[config.mk]
export PLATFORM = sky130hd
export DESIGN_NAME = tx_packet_framer_flat
export DESIGN_NICKNAME = d
export VERILOG_FILES = /design/src/rtl/tx_packet_framer_if.sv /design/src/rtl/tx_packet_framer.sv /design/src/flat_wrapper.sv
export SDC_FILE = /design/constraint.sdc
export NUM_CORES = 1
export LEC_CHECK = 0
export CORE_ASPECT_RATIO = 0.8
export CORE_MARGIN = 2
export CORE_UTILIZATION = 30
export CTS_CLUSTER_SIZE = 14
export DETAILED_ROUTE_END_ITERATION = 10
export GPL_ROUTABILITY_DRIVEN = 0
export PLACE_DENSITY = 0.55
export SETUP_SLACK_MARGIN = 0.02
export SLEW_MARGIN = 0
export SYNTH_ARGS = -nofsm -noshare
export SYNTH_HDL_FRONTEND = slang
export SYNTH_SLANG_ARGS = --single-unit
export TNS_END_PERCENT = 5
[constraint.sdc]
create_clock -name clk -period 6.4 [get_ports clk]
set_clock_uncertainty 0.05 [all_clocks]
set_input_delay 1.28 -clock clk [delete_from_list [all_inputs] [get_ports clk]]
set_output_delay 1.28 -clock clk [all_outputs]
set_load 0.01 [all_outputs]
[src/rtl/tx_packet_framer_if.sv]
// Request/response and tx FIFO write signals for the packet framer.
// Latency: none, plain wires grouped for port connection.
// Backpressure: tx_fifo_wfull from the FIFO side stalls the framer.
interface tx_packet_framer_if #(
  parameter int DATA_BYTES = 4
);
  logic                      send;
  logic [7:0]                pkt_type;
  logic [2:0]                pkt_len;
  logic [8*DATA_BYTES-1:0]   pkt_data;
  logic                      busy;
  logic                      done;
  logic [7:0]                tx_fifo_wdata;
  logic                      tx_fifo_winc;
  logic                      tx_fifo_wfull;

  // Controller plus FIFO environment side
  modport master (
    output send, pkt_type, pkt_len, pkt_data, tx_fifo_wfull,
    input  busy, done, tx_fifo_wdata, tx_fifo_winc
  );

  // Framer side
  modport slave (
    input  send, pkt_type, pkt_len, pkt_data, tx_fifo_wfull,
    output busy, done, tx_fifo_wdata, tx_fifo_winc
  );
endinterface

[src/rtl/tx_packet_framer.sv]
// Serialises one response word into sync/type/len/payload/xor-checksum bytes for the tx FIFO.
// Latency: first byte one cycle after send, 4+L bytes back to back, done one cycle after the last.
// Backpressure: tx_fifo_wfull holds state and byte; nothing is dropped or repeated.
module tx_packet_framer #(
  parameter int         DATA_BYTES = 4,
  parameter logic [7:0] SYNC_BYTE  = 8'hA5
) (
  input  logic              clk,
  input  logic              rst_n,
  tx_packet_framer_if.slave bus
);

  typedef enum logic [2:0] {
    IDLE = 3'd0,
    SYNC = 3'd1,
    TYPE = 3'd2,
    LEN  = 3'd3,
    DATA = 3'd4,
    CSUM = 3'd5,
    DONE = 3'd6
  } state_t;

  localparam logic [2:0] MAX_LEN = 3'(DATA_BYTES);

  state_t                  state;
  logic [7:0]              type_q;
  logic [2:0]              len_q;
  logic [8*DATA_BYTES-1:0] data_q;
  logic [2:0]              idx;
  logic [7:0]              csum_q;
  logic [7:0]              wdata_q;
  logic                    busy_q;
  logic                    done_q;

  logic                    emit;
  logic                    consume;
  logic [7:0]              csum_nxt;
  logic [2:0]              eff_len;

  // Select payload byte i; the loop keeps the index inside the payload width
  function automatic logic [7:0] byte_at(input logic [8*DATA_BYTES-1:0] d, input logic [2:0] i);
    logic [7:0] b;
    b = 8'h00;
    for (int k = 0; k < DATA_BYTES; k++) begin
      if (i == 3'(k)) b = d[8*k +: 8];
    end
    return b;
  endfunction

  assign eff_len  = (bus.pkt_len > MAX_LEN) ? MAX_LEN : bus.pkt_len;
  assign emit     = (state == SYNC) || (state == TYPE) || (state == LEN) ||
                    (state == DATA) || (state == CSUM);
  // A byte is consumed exactly when the strobe is high
  assign consume  = emit && !bus.tx_fifo_wfull;
  // Checksum including the byte currently presented (never used in SYNC)
  assign csum_nxt = csum_q ^ wdata_q;

  assign bus.tx_fifo_winc  = consume;
  assign bus.tx_fifo_wdata = wdata_q;
  assign bus.busy          = busy_q;
  assign bus.done          = done_q;

  // Frame sequencer: wdata_q always holds the byte for the current emit state
  always_ff @(posedge clk or negedge rst_n) begin
    if (!rst_n) begin
      state   <= IDLE;
      type_q  <= 8'h00;
      len_q   <= 3'd0;
      data_q  <= '0;
      idx     <= 3'd0;
      csum_q  <= 8'h00;
      wdata_q <= 8'h00;
      busy_q  <= 1'b0;
      done_q  <= 1'b0;
    end else begin
      done_q <= 1'b0;
      case (state)
        IDLE: begin
          if (bus.send) begin
            type_q  <= bus.pkt_type;
            len_q   <= eff_len;
            data_q  <= bus.pkt_data;
            idx     <= 3'd0;
            csum_q  <= 8'h00;
            wdata_q <= SYNC_BYTE;
            busy_q  <= 1'b1;
            state   <= SYNC;
          end
        end
        SYNC: begin
          if (consume) begin
            wdata_q <= type_q;
            state   <= TYPE;
          end
        end
        TYPE: begin
          if (consume) begin
            csum_q  <= csum_nxt;
            wdata_q <= {5'd0, len_q};
            state   <= LEN;
          end
        end
        LEN: begin
          if (consume) begin
            csum_q <= csum_nxt;
            if (len_q == 3'd0) begin
              wdata_q <= csum_nxt;
              state   <= CSUM;
            end else begin
              wdata_q <= byte_at(data_q, 3'd0);
              state   <= DATA;
            end
          end
        end
        DATA: begin
          if (consume) begin
            csum_q <= csum_nxt;
            if (idx == len_q - 3'd1) begin
              idx     <= 3'd0;
              wdata_q <= csum_nxt;
              state   <= CSUM;
            end else begin
              idx     <= idx + 3'd1;
              wdata_q <= byte_at(data_q, idx + 3'd1);
            end
          end
        end
        CSUM: begin
          if (consume) begin
            done_q <= 1'b1;
            state  <= DONE;
          end
        end
        DONE: begin
          busy_q <= 1'b0;
          state  <= IDLE;
        end
        default: begin
          busy_q <= 1'b0;
          state  <= IDLE;
        end
      endcase
    end
  end

endmodule

[src/flat_wrapper.sv]
// flat-port wrapper written by rule: the top's interface ports become plain ports
module tx_packet_framer_flat 
#(
  parameter int         DATA_BYTES = 4,
  parameter logic [7:0] SYNC_BYTE  = 8'hA5
)
  (clk, rst_n, bus_send, bus_pkt_type, bus_pkt_len, bus_pkt_data, bus_tx_fifo_wfull, bus_busy, bus_done, bus_tx_fifo_wdata, bus_tx_fifo_winc);
  tx_packet_framer_if #(.DATA_BYTES(DATA_BYTES)) bus_i ();
  input  logic clk;
  input  logic rst_n;
  input wire logic [$bits(bus_i.send)-1:0] bus_send;
  input wire logic [$bits(bus_i.pkt_type)-1:0] bus_pkt_type;
  input wire logic [$bits(bus_i.pkt_len)-1:0] bus_pkt_len;
  input wire logic [$bits(bus_i.pkt_data)-1:0] bus_pkt_data;
  input wire logic [$bits(bus_i.tx_fifo_wfull)-1:0] bus_tx_fifo_wfull;
  output wire logic [$bits(bus_i.busy)-1:0] bus_busy;
  output wire logic [$bits(bus_i.done)-1:0] bus_done;
  output wire logic [$bits(bus_i.tx_fifo_wdata)-1:0] bus_tx_fifo_wdata;
  output wire logic [$bits(bus_i.tx_fifo_winc)-1:0] bus_tx_fifo_winc;
  assign bus_i.send = bus_send;
  assign bus_i.pkt_type = bus_pkt_type;
  assign bus_i.pkt_len = bus_pkt_len;
  assign bus_i.pkt_data = bus_pkt_data;
  assign bus_i.tx_fifo_wfull = bus_tx_fifo_wfull;
  assign bus_busy = bus_i.busy;
  assign bus_done = bus_i.done;
  assign bus_tx_fifo_wdata = bus_i.tx_fifo_wdata;
  assign bus_tx_fifo_winc = bus_i.tx_fifo_winc;
  tx_packet_framer #(.DATA_BYTES(DATA_BYTES), .SYNC_BYTE(SYNC_BYTE)) u_core (.clk(clk), .rst_n(rst_n), .bus(bus_i));
endmodule
==> run_summary.xml, run 1 <==
<?xml version="1.0" encoding="UTF-8"?>
<metrics>
  <group name="sta">
    <metric name="fin_crit_sh" unit="%">62.4</metric>
    <metric name="maxSlewViolCount" unit="">0</metric>
    <metric name="report.final.hold_viol_count" unit="">0</metric>
    <metric name="final.hold.worst_slack" unit="ns">0.454</metric>
    <metric name="tightest_slew" unit="ns">1.05</metric>
    <metric name="relSlewSlack" unit="%">29.6</metric>
    <metric name="layout_min_cycle_time" unit="ns">3.99</metric>
    <metric name="clock.fmax" unit="MHz">250</metric>
    <metric name="worst_slack" unit="ns">2.41</metric>
    <metric name="rsz0062_at_grt" unit="">false</metric>
    <metric name="setup-violations-final" unit="">0</metric>
    <metric name="timing.setup.tns" unit="ns">0</metric>
  </group>
  <group name="detailed_routing">
    <metric name="drt_drc_violations_left" unit="">0</metric>
    <metric name="wl_per_cell" unit="um">16.3</metric>
    <metric name="detail_route.wirelength" unit="um">9220</metric>
    <metric name="via_count" unit="">2876</metric>
    <metric name="first_iter_violations" unit="">200</metric>
    <metric name="routed_via_density" unit="">5.07</metric>
    <metric name="final_antenna_net_count" unit="">0</metric>
    <metric name="detailedRoute.firstPassIterationCount" unit="">4</metric>
  </group>
  <group name="clocking">
    <metric name="cts.clk_slew.worst_paths" unit="ns">0.06</metric>
    <metric name="clk-insertion-delay-late" unit="ns">0.34</metric>
    <metric name="htreeDepth" unit="">3</metric>
    <metric name="numCtsBuffers" unit="">9</metric>
    <metric name="clock_sink_count" unit="">67</metric>
    <metric name="cts_resized" unit="">0</metric>
    <metric name="clock_path_buffers" unit="">2</metric>
    <metric name="postCtsHoldBufs" unit="">0</metric>
    <metric name="tritoncts" unit="">built</metric>
    <metric name="cts.root.buffer_cell" unit="">sky130_fd_sc_hd__clkbuf_16</metric>
    <metric name="post_cts.repair.setup_buffers" unit="">0</metric>
  </group>
  <group name="synthesis">
    <metric name="synth_enable_flop_cells" unit="">0</metric>
    <metric name="ys_seq_area_share" unit="%">45.9</metric>
    <metric name="synth_flop_cell" unit="">sky130_fd_sc_hd__dfrtp_1</metric>
    <metric name="synth.ff_latch_count" unit="">67</metric>
    <metric name="mappedNetlistArea" unit="um2">3650</metric>
    <metric name="synth.net_count" unit="">416</metric>
    <metric name="syn_inst" unit="">362</metric>
    <metric name="synth-warning-count" unit="">0</metric>
    <metric name="syn_avg_cell_area" unit="um2">10.1</metric>
    <metric name="synth.area.top_cells" unit="">sky130_fd_sc_hd__dfrtp_1 46%, sky130_fd_sc_hd__mux2_2 11%, sky130_fd_sc_hd__nand2_1 4.1%, sky130_fd_sc_hd__o21ai_0 3.6%, sky130_fd_sc_hd__ha_1 2.4%</metric>
    <metric name="ys_types" unit="">52</metric>
    <metric name="netlist.top_cell.by_area" unit="">sky130_fd_sc_hd__dfrtp_1</metric>
    <metric name="yosys.area.top_type_share" unit="%">45.9</metric>
    <metric name="async_flop_share" unit="%">100</metric>
  </group>
  <group name="pwr">
    <metric name="static-leakage-power" unit="nW">1.96</metric>
    <metric name="totalPowerFinal" unit="mW">2.26</metric>
    <metric name="cell_internal_pwr" unit="mW">1.40</metric>
    <metric name="seq_power_share" unit="%">36.6</metric>
    <metric name="irDropWorstVdd" unit="mV">0.177</metric>
    <metric name="net_switching_component_of_the_power" unit="uW">851</metric>
    <metric name="comb_power_share" unit="%">41.1</metric>
    <metric name="clkPwrFrac" unit="%">22.2</metric>
    <metric name="power.density_cell_area" unit="nW/um2">487</metric>
    <metric name="switching_share" unit="%">37.7</metric>
  </group>
  <group name="outcome">
    <metric name="status" unit="">finished clean</metric>
  </group>
  <group name="floorplan">
    <metric name="core_area" unit="um2">12000</metric>
    <metric name="initial_core_util" unit="%">30.4</metric>
    <metric name="height_of_the_die" unit="um">103</metric>
    <metric name="row_count" unit="">36</metric>
    <metric name="io_pins" unit="">58</metric>
    <metric name="horizontal_die_dimension" unit="um">127</metric>
    <metric name="fp.dieArea" unit="um2">13100</metric>
  </group>
  <group name="placement">
    <metric name="preCtsSetupSlack" unit="ns">2.42</metric>
    <metric name="hpwl" unit="um">6730</metric>
    <metric name="dpl-instance-area" unit="um2">4330</metric>
    <metric name="port-buffer-count" unit="">57</metric>
  </group>
  <group name="cells_and_area">
    <metric name="finalNetCount" unit="">464</metric>
    <metric name="layout-drive-gt1-share" unit="%">15.2</metric>
    <metric name="syn_to_final_growth" unit="%">26.9</metric>
    <metric name="num_antenna_cells" unit="">0</metric>
    <metric name="final_cell_area" unit="um2">4630</metric>
  </group>
  <group name="critical_path">
    <metric name="critPathMaxStageDelay" unit="ns">0.60</metric>
    <metric name="critPathSlowestCell" unit="">sky130_fd_sc_hd__clkdlybuf4s50_1</metric>
    <metric name="crit_path_cell_trace" unit="">clkdlybuf4s50_1 &gt; a21oi_1 &gt; clkdlybuf4s50_1</metric>
    <metric name="r2r-end" unit="">u_core.type_q[5]</metric>
    <metric name="ff2ff_setup_slack" unit="ns">3.64</metric>
    <metric name="critPathLaunchType" unit="">primary input</metric>
    <metric name="critical_path_arrival" unit="ns">2.66</metric>
    <metric name="critical_path.most_common_cell" unit="">sky130_fd_sc_hd__clkdlybuf4s50_1</metric>
    <metric name="cp-end-kind" unit="">primary output</metric>
    <metric name="criticalPathCategory" unit="">primary input to primary output</metric>
    <metric name="timing.critical_path.fanout_max" unit="">9</metric>
    <metric name="worst_r2r_path_depth" unit="">4</metric>
    <metric name="cp.required" unit="ns">5.07</metric>
    <metric name="regToRegStartpoint" unit="">u_core.state[2]</metric>
  </group>
  <group name="worst_hold_path">
    <metric name="min_from" unit="">u_core.type_q[2]</metric>
    <metric name="hold-path-endpoint" unit="">u_core.type_q[2]</metric>
    <metric name="min_delay_path_depth" unit="">1</metric>
    <metric name="path_type_of_the_worst_min_delay_path" unit="">flip-flop to flip-flop</metric>
  </group>
  <group name="global_routing">
    <metric name="track_usage" unit="%">15.3</metric>
    <metric name="grt_pass1_vias" unit="">2986</metric>
    <metric name="wire_length_of_the_first_global_routing_pass" unit="um">15300</metric>
    <metric name="grt_overflow" unit="">0</metric>
    <metric name="antenna_found_initial" unit="">0</metric>
    <metric name="grt_start_max_net_pins" unit="">68</metric>
  </group>
  <group name="run">
    <metric name="max_cap_viol_count" unit="">0</metric>
  </group>
</metrics>
## state kept, by name, summed over array words and instances (netlist names)
name	flops
u_core.idx	3
u_core.len_q	3
u_core.bus.busy	1
u_core.csum_q	8
u_core.data_q	32
u_core.type_q	8
u_core.bus.tx_fifo_wdata	8
u_core.state	3
u_core.bus.done	1
## cell type report
cell class              instances  area (um2)
multi-input cells             262        1840
well taps                     152         190
flip-flops and latches         67        1680
fillers                      1209        7390
clock inverters                 6        63.8
clock buffers                  10         239
inverters                      11        41.3
repair buffers                 59         581
## kinds of logic after synthesis
kind of cell | share of synthesized area (%)
AO/OA/AOI/OAI | 15.7
XOR/XNOR | 3.02
adder cells (fa/ha/maj) | 2.40
buffers and inverters | 3.84
flip-flops | 45.9
multiplexers | 13.7
AND/OR/NAND/NOR | 15.4
## routing by layer
layer  up-vias  global-route usage (%)  routed length, um
li1       1379                       -                  -
met1      1404                    20.8               4610
met2        77                    23.0               3900
met3        16                    4.83                536
met4         0                    5.58                179
met5         -                       0                  0
## power groups by stage
| stage | combinational, mW | clock, mW | sequential, mW |
|---|---|---|---|
| after floorplan | 0.716 | 0 | 0.738 |
| after global placement | 0.916 | 0 | 0.822 |
| after detailed placement | 0.931 | 0 | 0.832 |
| after CTS | 0.937 | 0.516 | 0.826 |
| after global routing | 1.04 | 0.535 | 0.858 |
| final | 0.928 | 0.501 | 0.826 |
## cells in the mapped netlist (6+ instances only)
library cell and number:
sky130_fd_sc_hd__ha_1 7, sky130_fd_sc_hd__inv_1 11, sky130_fd_sc_hd__nor2_1 23, sky130_fd_sc_hd__nand2_1 40, sky130_fd_sc_hd__xor2_1 10, sky130_fd_sc_hd__nand2b_1 6, sky130_fd_sc_hd__nor2b_1 10, sky130_fd_sc_hd__nor3_1 9
sky130_fd_sc_hd__dfrtp_1 67, sky130_fd_sc_hd__mux2i_1 6, sky130_fd_sc_hd__clkbuf_1 7, sky130_fd_sc_hd__o21ai_0 26, sky130_fd_sc_hd__mux2_2 37, sky130_fd_sc_hd__a21oi_1 8, sky130_fd_sc_hd__o21ai_1 10, sky130_fd_sc_hd__buf_2 13
sky130_fd_sc_hd__a21o_1 8
## worst max-delay path by stage
stage	slack (ns)	startpoint	to
after floorplan	3.43	bus_tx_fifo_wfull	bus_tx_fifo_winc
after global placement	2.42	bus_tx_fifo_wfull	bus_tx_fifo_winc
after detailed placement	2.42	bus_tx_fifo_wfull	bus_tx_fifo_winc
after CTS	2.42	bus_tx_fifo_wfull	bus_tx_fifo_winc
after global routing	2.31	bus_tx_fifo_wfull	bus_tx_fifo_winc
final	2.41	bus_tx_fifo_wfull	bus_tx_fifo_winc
## critical path: cells and delay by family
kind            cells  cell delay (ns)
buf+inv             2             1.17
compound gates      1             0.21
## placed cells by master, fill, tap and decap left out, drive strengths merged, types with 3 or more instances in the layout
cell | synthesis | layout
nand2 | 40 | 40
dfrtp | 67 | 67
inv | 11 | 12
clkbuf | 7 | 10
o22a | 3 | 3
ha | 7 | 7
nor3 | 10 | 10
mux2i | 6 | 6
nor3b | 5 | 5
a31oi | 5 | 5
xor2 | 10 | 10
buf | 15 | 3
nor2 | 23 | 23
and2 | 3 | 3
mux2 | 39 | 39
a21oi | 9 | 9
o22ai | 3 | 3
clkdlybuf4s50 | 0 | 56
nand2b | 7 | 7
a21o | 9 | 9
o21ai | 36 | 36
a221oi | 3 | 3
nor2b | 10 | 10
nand3b | 5 | 5
## stage by stage
step / instances / utilization [%]
floorplan: 362 / -
finish: 567 / 38.5
global placement: 551 / 36.0
CTS: 567 / 38.5
detailed placement: 551 / 36.0
global route: 567 / 38.5
(Power assumes the default switching activity.)
==> inputs of run 2 (changes only) <==
--- a/config.mk
+++ b/config.mk
@@ -11,7 +11,7 @@
 export CTS_CLUSTER_SIZE = 14
 export DETAILED_ROUTE_END_ITERATION = 10
 export GPL_ROUTABILITY_DRIVEN = 0
-export PLACE_DENSITY = 0.55
+export PLACE_DENSITY = 0.57
 export SETUP_SLACK_MARGIN = 0.02
 export SLEW_MARGIN = 0
 export SYNTH_ARGS = -nofsm -noshare
==> constraint.sdc (replaced) <==
create_clock -name clk -period 3.34 [get_ports clk]
set_clock_uncertainty 0.05 [all_clocks]
set_input_delay 0.668 -clock clk [delete_from_list [all_inputs] [get_ports clk]]
set_output_delay 0.668 -clock clk [all_outputs]
set_load 0.01 [all_outputs]
==> run_summary.xml, run 2 (synthesis gave the netlist of run 1 again) <==
<?xml version="1.0" encoding="UTF-8"?>
<metrics>
  <group name="critical_path">
    <metric name="cp-end-kind" unit="">primary output</metric>
    <metric name="critPathLaunchType" unit="">flip-flop</metric>
    <metric name="criticalPathCategory" unit="">flip-flop to primary output</metric>
    <metric name="regToRegStartpoint" unit="">u_core.idx[1]</metric>
    <metric name="critical_path_arrival" unit="ns">2.24</metric>
    <metric name="critPathMaxStageDelay" unit="ns">0.74</metric>
    <metric name="crit_path_cell_trace" unit="">nor2_1 &gt; or2_2 &gt; a21oi_1 &gt; clkdlybuf4s50_1</metric>
    <metric name="timing.critical_path.fanout_max" unit="">23</metric>
    <metric name="cp.required" unit="ns">2.62</metric>
    <metric name="critPathSlowestCell" unit="">sky130_fd_sc_hd__dfrtp_1</metric>
    <metric name="startpoint" unit="">u_core.state[2]</metric>
  </group>
  <group name="detailed_routing">
    <metric name="wl_per_cell" unit="um">15.9</metric>
    <metric name="detail_route.wirelength" unit="um">9050</metric>
    <metric name="first_iter_violations" unit="">193</metric>
    <metric name="drt_drc_violations_left" unit="">0</metric>
    <metric name="routed_via_density" unit="">5.03</metric>
    <metric name="final_antenna_net_count" unit="">0</metric>
    <metric name="detailedRoute.firstPassIterationCount" unit="">4</metric>
    <metric name="via_count" unit="">2860</metric>
  </group>
  <group name="floorplan">
    <metric name="initial_core_util" unit="%">30.4</metric>
    <metric name="core_area" unit="um2">12000</metric>
    <metric name="height_of_the_die" unit="um">103</metric>
    <metric name="row_count" unit="">36</metric>
    <metric name="io_pins" unit="">58</metric>
    <metric name="horizontal_die_dimension" unit="um">127</metric>
    <metric name="fp.dieArea" unit="um2">13100</metric>
  </group>
  <group name="global_routing">
    <metric name="grt_overflow" unit="">0</metric>
    <metric name="wire_length_of_the_first_global_routing_pass" unit="um">15100</metric>
    <metric name="track_usage" unit="%">15.2</metric>
    <metric name="grt_start_max_net_pins" unit="">51</metric>
    <metric name="grt_pass1_vias" unit="">2952</metric>
    <metric name="antenna_found_initial" unit="">0</metric>
  </group>
  <group name="cells_and_area">
    <metric name="num_antenna_cells" unit="">0</metric>
    <metric name="syn_to_final_growth" unit="%">27.6</metric>
    <metric name="final_cell_count_no_fill" unit="">569</metric>
    <metric name="final_common_cell" unit="">sky130_fd_sc_hd__dfrtp_1</metric>
    <metric name="layout-drive-gt1-share" unit="%">15.6</metric>
    <metric name="layout.cells.most_common_list" unit="">67 x sky130_fd_sc_hd__dfrtp_1, 56 x sky130_fd_sc_hd__clkdlybuf4s50_1, 40 x sky130_fd_sc_hd__nand2_1, 37 x sky130_fd_sc_hd__mux2_2, 26 x sky130_fd_sc_hd__o21ai_0</metric>
    <metric name="largest_reg_flops" unit="">32</metric>
    <metric name="max_flop_register" unit="">u_core.data_q</metric>
    <metric name="finalNetCount" unit="">467</metric>
  </group>
  <group name="clocking">
    <metric name="clk-insertion-delay-late" unit="ns">0.34</metric>
    <metric name="numCtsBuffers" unit="">9</metric>
    <metric name="htreeDepth" unit="">3</metric>
    <metric name="cts.clk_slew.worst_paths" unit="ns">0.06</metric>
    <metric name="cts.root.buffer_cell" unit="">sky130_fd_sc_hd__clkbuf_16</metric>
    <metric name="tritoncts" unit="">built</metric>
    <metric name="post_cts.repair.setup_buffers" unit="">0</metric>
    <metric name="clock_sink_count" unit="">67</metric>
    <metric name="cts_resized" unit="">0</metric>
    <metric name="clock_path_buffers" unit="">2</metric>
    <metric name="postCtsHoldBufs" unit="">0</metric>
  </group>
  <group name="placement">
    <metric name="port-buffer-count" unit="">57</metric>
    <metric name="hpwl" unit="um">6720</metric>
    <metric name="dp_cells" unit="">554</metric>
  </group>
  <group name="sta">
    <metric name="fin_crit_sh" unit="%">88.4</metric>
    <metric name="layout_min_cycle_time" unit="ns">2.95</metric>
    <metric name="clock.fmax" unit="MHz">339</metric>
    <metric name="rsz0062_at_grt" unit="">false</metric>
    <metric name="maxSlewViolCount" unit="">0</metric>
    <metric name="relSlewSlack" unit="%">50.3</metric>
    <metric name="tightest_slew" unit="ns">0.739</metric>
    <metric name="report.final.hold_viol_count" unit="">0</metric>
    <metric name="setup-violations-final" unit="">0</metric>
    <metric name="timing.setup.tns" unit="ns">0</metric>
  </group>
  <group name="outcome">
    <metric name="status" unit="">finished clean</metric>
  </group>
  <group name="pwr">
    <metric name="irDropWorstVdd" unit="mV">0.312</metric>
    <metric name="power.density_cell_area" unit="nW/um2">932</metric>
    <metric name="static-leakage-power" unit="nW">1.98</metric>
  </group>
  <group name="run">
    <metric name="max_cap_viol_count" unit="">0</metric>
  </group>
  <group name="worst_hold_path">
    <metric name="path_type_of_the_worst_min_delay_path" unit="">primary input to asynchronous set/reset pin</metric>
  </group>
</metrics>
==> run 2: layer usage <==
| layer | part of all wire (%) | GRT usage (%) |
|---|---|---|
| met1 | 49 | 20.9 |
| met2 | 42 | 22.3 |
| met3 | 7.5 | 5.40 |
| met4 | 1.4 | 5.41 |
| met5 | 0 | 0 |
==> run 2: worst paths after layout <==
kind	depth (start not counted)	slack [ns]	to
setup / recovery	4	0.39	bus_tx_fifo_winc
hold / removal	1	0.21	u_core.state[0]
setup reg to reg	7	1.08	u_core.bus.tx_fifo_wdata[3]
hold reg to reg	1	0.46	u_core.type_q[2]
max in group asynchronous	2	2.34	u_core.data_q[2]
min in group clk	1	0.46	u_core.type_q[2]
==> run 2: report_power, final <==
group,switching [mW],internal (mW)
Combinational,0.907,0.934
Clock,0.350,0.590
Sequential,0.375,1.18
==> run 2: layout make-up <==
cell class | instances | area (um2)
tap | 152 | 190
fill | 1209 | 7370
clock buffer | 10 | 239
multi-input combinational | 262 | 1840
timing repair buffer | 62 | 616
clock inverter | 5 | 53.8
sequential | 67 | 1680
inverter | 11 | 41.3
==> run 2: stage by stage <==
step                      util (%)  power [mW]  hold slack, ns  instance area [um2]  worst slack [ns]
final                         38.7        4.34           0.206                 4660             0.387
after global routing          38.7        4.68           0.226                 4660             0.242
after CTS                     38.7        4.36           0.218                 4660             0.372
after detailed placement      36.3        3.40           0.448                 4360             0.531
after global placement        36.3        3.35           0.446                 4360             0.544
after floorplan                  -        2.79           0.322                 3650              1.26
==> run 2: worst max-delay path, delay by kind of cell (launching register included) <==
family          cells  cell delay [ns]
compound gates      1             0.19
simple gates        2             0.40
flops               1             0.74
buf+inv             1             0.57
